--- src/rtl/fft_mag_scheduler_if.sv ---
// Stream bundle around the shared FFT-magnitude engine: two source channels,
// the engine operand/result streams, the routed result stream and status.
// The slave view belongs to the scheduler, the master view to its environment.
interface fft_mag_scheduler_if #(
    parameter int DATA_W  = 28,
    parameter int TUSER_W = 11,
    parameter int MAG_W   = 16
);
    logic               s0_tvalid;
    logic               s0_tready;
    logic               s0_tlast;
    logic [TUSER_W-1:0] s0_tuser;
    logic [DATA_W-1:0]  s0_re;
    logic [DATA_W-1:0]  s0_im;
    logic               s1_tvalid;
    logic               s1_tready;
    logic               s1_tlast;
    logic [TUSER_W-1:0] s1_tuser;
    logic [DATA_W-1:0]  s1_re;
    logic [DATA_W-1:0]  s1_im;
    logic               eng_tvalid;
    logic               eng_tlast;
    logic [TUSER_W-1:0] eng_tuser;
    logic [DATA_W-1:0]  eng_re;
    logic [DATA_W-1:0]  eng_im;
    logic               eng_res_tvalid;
    logic               eng_res_tlast;
    logic [TUSER_W-1:0] eng_res_tuser;
    logic [MAG_W-1:0]   eng_res_tdata;
    logic               m0_tvalid;
    logic               m1_tvalid;
    logic               m_tlast;
    logic [TUSER_W-1:0] m_tuser;
    logic [MAG_W-1:0]   m_tdata;
    logic               busy;
    logic               err;

    modport slave (
        input  s0_tvalid, s0_tlast, s0_tuser, s0_re, s0_im,
               s1_tvalid, s1_tlast, s1_tuser, s1_re, s1_im,
               eng_res_tvalid, eng_res_tlast, eng_res_tuser, eng_res_tdata,
        output s0_tready, s1_tready,
               eng_tvalid, eng_tlast, eng_tuser, eng_re, eng_im,
               m0_tvalid, m1_tvalid, m_tlast, m_tuser, m_tdata, busy, err
    );

    modport master (
        output s0_tvalid, s0_tlast, s0_tuser, s0_re, s0_im,
               s1_tvalid, s1_tlast, s1_tuser, s1_re, s1_im,
               eng_res_tvalid, eng_res_tlast, eng_res_tuser, eng_res_tdata,
        input  s0_tready, s1_tready,
               eng_tvalid, eng_tlast, eng_tuser, eng_re, eng_im,
               m0_tvalid, m1_tvalid, m_tlast, m_tuser, m_tdata, busy, err
    );
endinterface

--- src/rtl/fft_mag_scheduler.sv ---
// Shares one FFT-magnitude engine between two FFT output channels. Whole
// frames are granted round-robin, accepted beats are registered into the
// engine, and an owner FIFO remembers which channel each in-flight frame
// belongs to so engine results can be steered back to that channel.
module fft_mag_scheduler #(
    parameter int DATA_W    = 28,
    parameter int TUSER_W   = 11,
    parameter int MAG_W     = 16,
    parameter int OWN_DEPTH = 4
) (
    input  logic                clk,
    input  logic                reset,
    fft_mag_scheduler_if.slave  bus
);
    localparam int               PTR_W    = $clog2(OWN_DEPTH);
    localparam int               CNT_W    = PTR_W + 1;
    localparam logic [CNT_W-1:0] CNT_FULL = CNT_W'(OWN_DEPTH);
    localparam logic [CNT_W-1:0] CNT_ONE  = CNT_W'(1);
    localparam logic [CNT_W-1:0] CNT_ZERO = {CNT_W{1'b0}};
    localparam logic [PTR_W-1:0] PTR_ONE  = PTR_W'(1);

    typedef enum logic [1:0] {
        IDLE   = 2'd0,
        GRANT0 = 2'd1,
        GRANT1 = 2'd2
    } state_t;

    state_t             state_r, state_nxt_s;
    logic               rr_r, rr_nxt_s;
    logic               s0_tready_r, s1_tready_r;
    logic               acc0_s, acc1_s;
    logic               push_s, push_id_s, pop_s;
    logic               full_s, empty_s, head_s;
    logic               own_mem_r [OWN_DEPTH];
    logic [PTR_W-1:0]   wr_ptr_r, rd_ptr_r;
    logic [CNT_W-1:0]   count_r, count_nxt_s;
    logic               eng_tvalid_r, eng_tlast_r;
    logic [TUSER_W-1:0] eng_tuser_r;
    logic [DATA_W-1:0]  eng_re_r, eng_im_r;
    logic               m0_tvalid_r, m1_tvalid_r, m_tlast_r;
    logic [TUSER_W-1:0] m_tuser_r;
    logic [MAG_W-1:0]   m_tdata_r;
    logic               busy_r, err_r;

    // Beat acceptance, owner FIFO status and pop decision
    always_comb begin
        acc0_s  = bus.s0_tvalid & s0_tready_r;
        acc1_s  = bus.s1_tvalid & s1_tready_r;
        full_s  = (count_r == CNT_FULL);
        empty_s = (count_r == CNT_ZERO);
        head_s  = own_mem_r[rd_ptr_r];
        // A result with no recorded owner must not disturb the FIFO
        pop_s   = bus.eng_res_tvalid & bus.eng_res_tlast & ~empty_s;
    end

    // Grant FSM: frame-level round-robin, owner push on the grant edge
    always_comb begin
        state_nxt_s = state_r;
        rr_nxt_s    = rr_r;
        push_s      = 1'b0;
        push_id_s   = 1'b0;
        case (state_r)
            IDLE: begin
                if (!full_s && (bus.s0_tvalid || bus.s1_tvalid)) begin
                    push_s = 1'b1;
                    if (bus.s0_tvalid && bus.s1_tvalid) begin
                        push_id_s = rr_r;
                    end else begin
                        push_id_s = bus.s1_tvalid;
                    end
                    state_nxt_s = push_id_s ? GRANT1 : GRANT0;
                end else begin
                    state_nxt_s = IDLE;
                end
            end
            GRANT0: begin
                if (acc0_s && bus.s0_tlast) begin
                    state_nxt_s = IDLE;
                    rr_nxt_s    = 1'b1;
                end else begin
                    state_nxt_s = GRANT0;
                end
            end
            GRANT1: begin
                if (acc1_s && bus.s1_tlast) begin
                    state_nxt_s = IDLE;
                    rr_nxt_s    = 1'b0;
                end else begin
                    state_nxt_s = GRANT1;
                end
            end
            default: begin
                state_nxt_s = IDLE;
            end
        endcase
    end

    // Owner count after this edge; simultaneous push and pop cancel out
    always_comb begin
        case ({push_s, pop_s})
            2'b10:   count_nxt_s = count_r + CNT_ONE;
            2'b01:   count_nxt_s = count_r - CNT_ONE;
            default: count_nxt_s = count_r;
        endcase
    end

    // State, round-robin pointer and registered ready strobes
    always_ff @(posedge clk or posedge reset) begin
        if (reset) begin
            state_r     <= IDLE;
            rr_r        <= 1'b0;
            s0_tready_r <= 1'b0;
            s1_tready_r <= 1'b0;
        end else begin
            state_r     <= state_nxt_s;
            rr_r        <= rr_nxt_s;
            s0_tready_r <= (state_nxt_s == GRANT0);
            s1_tready_r <= (state_nxt_s == GRANT1);
        end
    end

    // Owner FIFO storage and pointers
    always_ff @(posedge clk or posedge reset) begin
        if (reset) begin
            for (int i = 0; i < OWN_DEPTH; i++) begin
                own_mem_r[i] <= 1'b0;
            end
            wr_ptr_r <= {PTR_W{1'b0}};
            rd_ptr_r <= {PTR_W{1'b0}};
            count_r  <= CNT_ZERO;
        end else begin
            if (push_s) begin
                own_mem_r[wr_ptr_r] <= push_id_s;
                wr_ptr_r            <= wr_ptr_r + PTR_ONE;
            end
            if (pop_s) begin
                rd_ptr_r <= rd_ptr_r + PTR_ONE;
            end
            count_r <= count_nxt_s;
        end
    end

    // Forward accepted beats to the engine one cycle later; data holds otherwise
    always_ff @(posedge clk or posedge reset) begin
        if (reset) begin
            eng_tvalid_r <= 1'b0;
            eng_tlast_r  <= 1'b0;
            eng_tuser_r  <= {TUSER_W{1'b0}};
            eng_re_r     <= {DATA_W{1'b0}};
            eng_im_r     <= {DATA_W{1'b0}};
        end else begin
            eng_tvalid_r <= acc0_s | acc1_s;
            if (acc1_s) begin
                eng_tlast_r <= bus.s1_tlast;
                eng_tuser_r <= bus.s1_tuser;
                eng_re_r    <= bus.s1_re;
                eng_im_r    <= bus.s1_im;
            end else if (acc0_s) begin
                eng_tlast_r <= bus.s0_tlast;
                eng_tuser_r <= bus.s0_tuser;
                eng_re_r    <= bus.s0_re;
                eng_im_r    <= bus.s0_im;
            end
        end
    end

    // Route engine results to the owning channel; track busy and sticky err
    always_ff @(posedge clk or posedge reset) begin
        if (reset) begin
            m0_tvalid_r <= 1'b0;
            m1_tvalid_r <= 1'b0;
            m_tlast_r   <= 1'b0;
            m_tuser_r   <= {TUSER_W{1'b0}};
            m_tdata_r   <= {MAG_W{1'b0}};
            busy_r      <= 1'b0;
            err_r       <= 1'b0;
        end else begin
            m0_tvalid_r <= bus.eng_res_tvalid & ~empty_s & ~head_s;
            m1_tvalid_r <= bus.eng_res_tvalid & ~empty_s & head_s;
            if (bus.eng_res_tvalid) begin
                m_tlast_r <= bus.eng_res_tlast;
                m_tuser_r <= bus.eng_res_tuser;
                m_tdata_r <= bus.eng_res_tdata;
            end
            if (bus.eng_res_tvalid && empty_s) begin
                err_r <= 1'b1;
            end
            busy_r <= (state_nxt_s != IDLE) || (count_nxt_s != CNT_ZERO);
        end
    end

    assign bus.s0_tready  = s0_tready_r;
    assign bus.s1_tready  = s1_tready_r;
    assign bus.eng_tvalid = eng_tvalid_r;
    assign bus.eng_tlast  = eng_tlast_r;
    assign bus.eng_tuser  = eng_tuser_r;
    assign bus.eng_re     = eng_re_r;
    assign bus.eng_im     = eng_im_r;
    assign bus.m0_tvalid  = m0_tvalid_r;
    assign bus.m1_tvalid  = m1_tvalid_r;
    assign bus.m_tlast    = m_tlast_r;
    assign bus.m_tuser    = m_tuser_r;
    assign bus.m_tdata    = m_tdata_r;
    assign bus.busy       = busy_r;
    assign bus.err        = err_r;
endmodule

--- src/flat_wrapper.sv ---
// flat-port wrapper written by rule: the top's interface ports become plain ports
module fft_mag_scheduler_flat 
#(
    parameter int DATA_W    = 28,
    parameter int TUSER_W   = 11,
    parameter int MAG_W     = 16,
    parameter int OWN_DEPTH = 4
)
  (clk, reset, bus_s0_tvalid, bus_s0_tlast, bus_s0_tuser, bus_s0_re, bus_s0_im, bus_s1_tvalid, bus_s1_tlast, bus_s1_tuser, bus_s1_re, bus_s1_im, bus_eng_res_tvalid, bus_eng_res_tlast, bus_eng_res_tuser, bus_eng_res_tdata, bus_s0_tready, bus_s1_tready, bus_eng_tvalid, bus_eng_tlast, bus_eng_tuser, bus_eng_re, bus_eng_im, bus_m0_tvalid, bus_m1_tvalid, bus_m_tlast, bus_m_tuser, bus_m_tdata, bus_busy, bus_err);
  fft_mag_scheduler_if #(.DATA_W(DATA_W), .TUSER_W(TUSER_W), .MAG_W(MAG_W)) bus_i ();
  input  logic clk;
  input  logic reset;
  input wire logic [$bits(bus_i.s0_tvalid)-1:0] bus_s0_tvalid;
  input wire logic [$bits(bus_i.s0_tlast)-1:0] bus_s0_tlast;
  input wire logic [$bits(bus_i.s0_tuser)-1:0] bus_s0_tuser;
  input wire logic [$bits(bus_i.s0_re)-1:0] bus_s0_re;
  input wire logic [$bits(bus_i.s0_im)-1:0] bus_s0_im;
  input wire logic [$bits(bus_i.s1_tvalid)-1:0] bus_s1_tvalid;
  input wire logic [$bits(bus_i.s1_tlast)-1:0] bus_s1_tlast;
  input wire logic [$bits(bus_i.s1_tuser)-1:0] bus_s1_tuser;
  input wire logic [$bits(bus_i.s1_re)-1:0] bus_s1_re;
  input wire logic [$bits(bus_i.s1_im)-1:0] bus_s1_im;
  input wire logic [$bits(bus_i.eng_res_tvalid)-1:0] bus_eng_res_tvalid;
  input wire logic [$bits(bus_i.eng_res_tlast)-1:0] bus_eng_res_tlast;
  input wire logic [$bits(bus_i.eng_res_tuser)-1:0] bus_eng_res_tuser;
  input wire logic [$bits(bus_i.eng_res_tdata)-1:0] bus_eng_res_tdata;
  output wire logic [$bits(bus_i.s0_tready)-1:0] bus_s0_tready;
  output wire logic [$bits(bus_i.s1_tready)-1:0] bus_s1_tready;
  output wire logic [$bits(bus_i.eng_tvalid)-1:0] bus_eng_tvalid;
  output wire logic [$bits(bus_i.eng_tlast)-1:0] bus_eng_tlast;
  output wire logic [$bits(bus_i.eng_tuser)-1:0] bus_eng_tuser;
  output wire logic [$bits(bus_i.eng_re)-1:0] bus_eng_re;
  output wire logic [$bits(bus_i.eng_im)-1:0] bus_eng_im;
  output wire logic [$bits(bus_i.m0_tvalid)-1:0] bus_m0_tvalid;
  output wire logic [$bits(bus_i.m1_tvalid)-1:0] bus_m1_tvalid;
  output wire logic [$bits(bus_i.m_tlast)-1:0] bus_m_tlast;
  output wire logic [$bits(bus_i.m_tuser)-1:0] bus_m_tuser;
  output wire logic [$bits(bus_i.m_tdata)-1:0] bus_m_tdata;
  output wire logic [$bits(bus_i.busy)-1:0] bus_busy;
  output wire logic [$bits(bus_i.err)-1:0] bus_err;
  assign bus_i.s0_tvalid = bus_s0_tvalid;
  assign bus_i.s0_tlast = bus_s0_tlast;
  assign bus_i.s0_tuser = bus_s0_tuser;
  assign bus_i.s0_re = bus_s0_re;
  assign bus_i.s0_im = bus_s0_im;
  assign bus_i.s1_tvalid = bus_s1_tvalid;
  assign bus_i.s1_tlast = bus_s1_tlast;
  assign bus_i.s1_tuser = bus_s1_tuser;
  assign bus_i.s1_re = bus_s1_re;
  assign bus_i.s1_im = bus_s1_im;
  assign bus_i.eng_res_tvalid = bus_eng_res_tvalid;
  assign bus_i.eng_res_tlast = bus_eng_res_tlast;
  assign bus_i.eng_res_tuser = bus_eng_res_tuser;
  assign bus_i.eng_res_tdata = bus_eng_res_tdata;
  assign bus_s0_tready = bus_i.s0_tready;
  assign bus_s1_tready = bus_i.s1_tready;
  assign bus_eng_tvalid = bus_i.eng_tvalid;
  assign bus_eng_tlast = bus_i.eng_tlast;
  assign bus_eng_tuser = bus_i.eng_tuser;
  assign bus_eng_re = bus_i.eng_re;
  assign bus_eng_im = bus_i.eng_im;
  assign bus_m0_tvalid = bus_i.m0_tvalid;
  assign bus_m1_tvalid = bus_i.m1_tvalid;
  assign bus_m_tlast = bus_i.m_tlast;
  assign bus_m_tuser = bus_i.m_tuser;
  assign bus_m_tdata = bus_i.m_tdata;
  assign bus_busy = bus_i.busy;
  assign bus_err = bus_i.err;
  fft_mag_scheduler #(.DATA_W(DATA_W), .TUSER_W(TUSER_W), .MAG_W(MAG_W), .OWN_DEPTH(OWN_DEPTH)) u_core (.clk(clk), .reset(reset), .bus(bus_i));
endmodule
--- config.mk ---
export PLATFORM = sky130hd
export DESIGN_NAME = fft_mag_scheduler_flat
export DESIGN_NICKNAME = d
export VERILOG_FILES = /design/src/rtl/fft_mag_scheduler_if.sv /design/src/rtl/fft_mag_scheduler.sv /design/src/flat_wrapper.sv
export SDC_FILE = /design/constraint.sdc
export NUM_CORES = 1
export LEC_CHECK = 0
export CAP_MARGIN = 20
export CORE_ASPECT_RATIO = 1.2
export CORE_MARGIN = 2
export CORE_UTILIZATION = 30
export CTS_BUF_LIST = sky130_fd_sc_hd__clkbuf_4 sky130_fd_sc_hd__clkbuf_8
export CTS_CLUSTER_DIAMETER = 200
export DETAILED_ROUTE_END_ITERATION = 8
export PLACE_DENSITY = 0.67
export REMOVE_ABC_BUFFERS = 1
export SETUP_SLACK_MARGIN = 0.02
export SLEW_MARGIN = 0
export SYNTH_ARGS = -nofsm -noshare
export SYNTH_HDL_FRONTEND = slang
export SYNTH_SLANG_ARGS = --single-unit
--- constraint.sdc ---
create_clock -name clk -period 3.98 [get_ports clk]
set_input_delay 0.796 -clock clk [delete_from_list [all_inputs] [get_ports clk]]
set_output_delay 0.796 -clock clk [all_outputs]
set_load 0.01 [all_outputs]
==> impl_metrics.json <==
{
  "grt_max_degree": 118,
  "tightest_slew_ns": 0.668,
  "yosysTopAreaCell": "dfrtp_1",
  "cts_hold_buf": 0,
  "io_buffers": 271,
  "ys_top_cells_by_area": "dfrtp_1 58%, mux2i_1 13%, o21ai_0 7.2%",
  "numCtsBuffers": 17,
  "utilization_pct": 50.8,
  "via_per_inst": 4.56,
  "ys_types": 32,
  "clockBufferDepth": 2,
  "fill_cells": 1466,
  "ir_drop_mv": 0.240,
  "period_share_pct": 73.3,
  "dp_slack_ns": 0.644,
  "io_pins": 272,
  "grt_pass1_wl_mm": 23.2,
  "crit_type": "input port to flip-flop",
  "multi_input_area_um2": 2020,
  "coreArea_um2": 16700,
  "async_flop_share_pct": 100,
  "hold_class": "flip-flop to flip-flop",
  "nets": 884,
  "syn_inst": 439,
  "diodes": 0,
  "finClkSkew_ns": 0.0111,
  "cap_viol_max_count": 0,
  "routedWlPerCell_um": 15.9,
  "postCtsSetupBuffers": 0,
  "synthTopCellsByCount": "117 x dfrtp_1, 81 x nand2_1, 73 x o21ai_0, 67 x mux2i_1, 27 x mux2_2",
  "overflow": 0,
  "p_leak_nw": 3.72,
  "die_h_um": 146,
  "initial_core_util_pct": 30.4,
  "gp_congestion": 0.782,
  "cts_sinks": 117,
  "clk_pin_slew_ns": 0.07,
  "grt_pass1_vias": 4703,
  "synth_warnings": 0,
  "cp_data_arrival_time_ns": 3.28,
  "setup_violations": 0,
  "track_usage_pct": 16.7,
  "drc": 0,
  "cp_max_fo": 10,
  "num_rows": 52,
  "fmax_mhz": 343,
  "crit_path_start_kind": "input port",
  "die_w_um": 123,
  "status": "completed",
  "synth_seq_area_share_pct": 57.7,
  "ys.flop_type": "dfrtp_1",
  "required_ns": 4.34,
  "synth.top_cell.area_share_pct": 57.7,
  "drv_slew": 0,
  "slew_headroom_pct": 55.1,
  "drt_iter0_markers": 94,
  "synth-edff-count": 0,
  "powerDensity_nw_per_um2": 654,
  "die_area_um2": 18000,
  "num_vias": 4277,
  "area_growth_pct": 67.2,
  "synth_most_common_cell": "dfrtp_1",
  "rsz0062_at_grt": "false",
  "timing.hold.ws_ns": 0.465,
  "syn_area_um2": 5070,
  "drtAntennaViolNets": 0,
  "wl_mm": 14.9,
  "insertion_delay_ns": 0.43,
  "drive_gt1_share_pct": 9.70,
  "cts_tree": "built",
  "regArea_um2": 2930,
  "setup_slack_ns": 1.06,
  "hpwl_mm": 10.9,
  "antenna_found_initial": 0,
  "hold_violations": 0,
  "cts_resized": 0,
  "finalSetupTns_ns": 0,
  "synth-seq-cells": 117,
  "synth.avg_cell_area_um2": 11.6,
  "cp-end-kind": "flip-flop",
  "firstDrtPassIters": 4,
  "fin_crit_ns": 2.92,
  "cts_max_level": 4,
  "clockRootBuffer": "clkbuf_8"
}
-- area by class of cell --
type	instances	share of cell area, %
clock buffers	23	3.44
clock inverters	9	1.77
inverters	9	0.428
multi-input cells	288	23.8
flip-flops and latches	117	34.5
well taps	216	3.18
repair buffers	276	32.8
-- worst max-delay path, cell delays in order --
cell	delay, ns
clkdlybuf4s50_1	0.62
nor2_1	0.12
a2111oi_4	0.32
buf_4	0.22
inv_1	0.08
ha_1	0.20
inv_1	0.07
fa_1	0.42
nor2b_1	0.16
a22oi_1	0.14
nor2_1	0.06
nand4b_1	0.08
-- kinds of logic (layout without fill, tap and decap cells) --
group / Yosys count / after routing / share of synthesized area, %
AOI/OAI and AO/OA: 81 / 81 / 8.70
adders and majority gates: 6 / 6 / 1.63
buffers and inverters: 34 / 317 / 2.64
xor gates and xnor gates: 6 / 6 / 1.04
DFF: 117 / 117 / 57.7
muxes: 99 / 99 / 20.5
and+or+nand+nor: 96 / 96 / 7.77
-- final timing paths --
check                                   from                     to  slack (ns)  depth (start not counted)
setup / recovery               bus_s0_tvalid        u_core.bus.busy        1.06                         12
hold / removal                u_core.bus.err         u_core.bus.err        0.46                          1
setup reg to reg           u_core.count_r[0]        u_core.bus.busy        1.63                         11
hold reg to reg               u_core.bus.err         u_core.bus.err        0.46                          1
max in group asynchronous              reset  u_core.bus.eng_im[25]        2.65                          3
min in group asynchronous              reset  u_core.bus.eng_im[12]        0.88                          3
-- through the flow --
step                power (mW)  area, um^2  std cells
detailed placement        4.40        8050        906
finish                    5.55        8490        938
CTS                       5.64        8490        938
global placement          4.30        8050        906
global route              5.94        8490        938
floorplan                 3.09        4970        414
-- layout by cell type, fill, tap and decap left out, drive strengths merged, types with 2 or more instances in the layout --
cell / n
dfrtp: 117
xnor2: 3
inv: 9
mux2i: 67
o21ai: 73
ha: 5
xor2: 3
nand3b: 2
clkbuf: 23
a21oi: 2
bufinv: 4
clkdlybuf4s50: 271
clkinv: 3
buf: 5
mux2: 31
a21boi: 2
clkinvlp: 2
nor2: 5
nand2: 81
-- per-layer routing --
layer | up-vias | wire (um) | share of wire, % | track usage [%]
met5 | - | 0 | 0 | 0
met2 | 199 | 7440 | 50 | 29.5
met1 | 2011 | 5500 | 37 | 16.8
met3 | 27 | 1630 | 11 | 6.88
met4 | 0 | 374 | 2.5 | 7.30
li1 | 2040 | - | - | -
-- flip-flops by register name, indices dropped and copies added (netlist names) --
register               cells
u_core.bus.eng_im         28
u_core.bus.eng_re         28
u_core.bus.m_tdata        16
u_core.bus.eng_tuser      11
u_core.bus.m_tuser        11
u_core.own_mem_r           4
u_core.count_r             3
u_core.rd_ptr_r            2
u_core.state_r             2
u_core.wr_ptr_r            2
u_core.bus.busy            1
u_core.bus.eng_tlast       1
u_core.bus.eng_tvalid      1
u_core.bus.err             1
u_core.bus.m0_tvalid       1
u_core.bus.m1_tvalid       1
u_core.bus.m_tlast         1
u_core.bus.s0_tready       1
u_core.bus.s1_tready       1
u_core.rr_r                1
-- power breakdown --
part / total, mW / internal (mW) / leakage [nW] / switching, mW
clock: 1.21 / 0.741 / 0.224 / 0.473
combinational: 2.36 / 1.33 / 2.10 / 1.03
sequential: 1.97 / 1.68 / 1.40 / 0.293
total: 5.55 / 3.75 / 3.72 / 1.80
(Power assumes the default switching activity.)
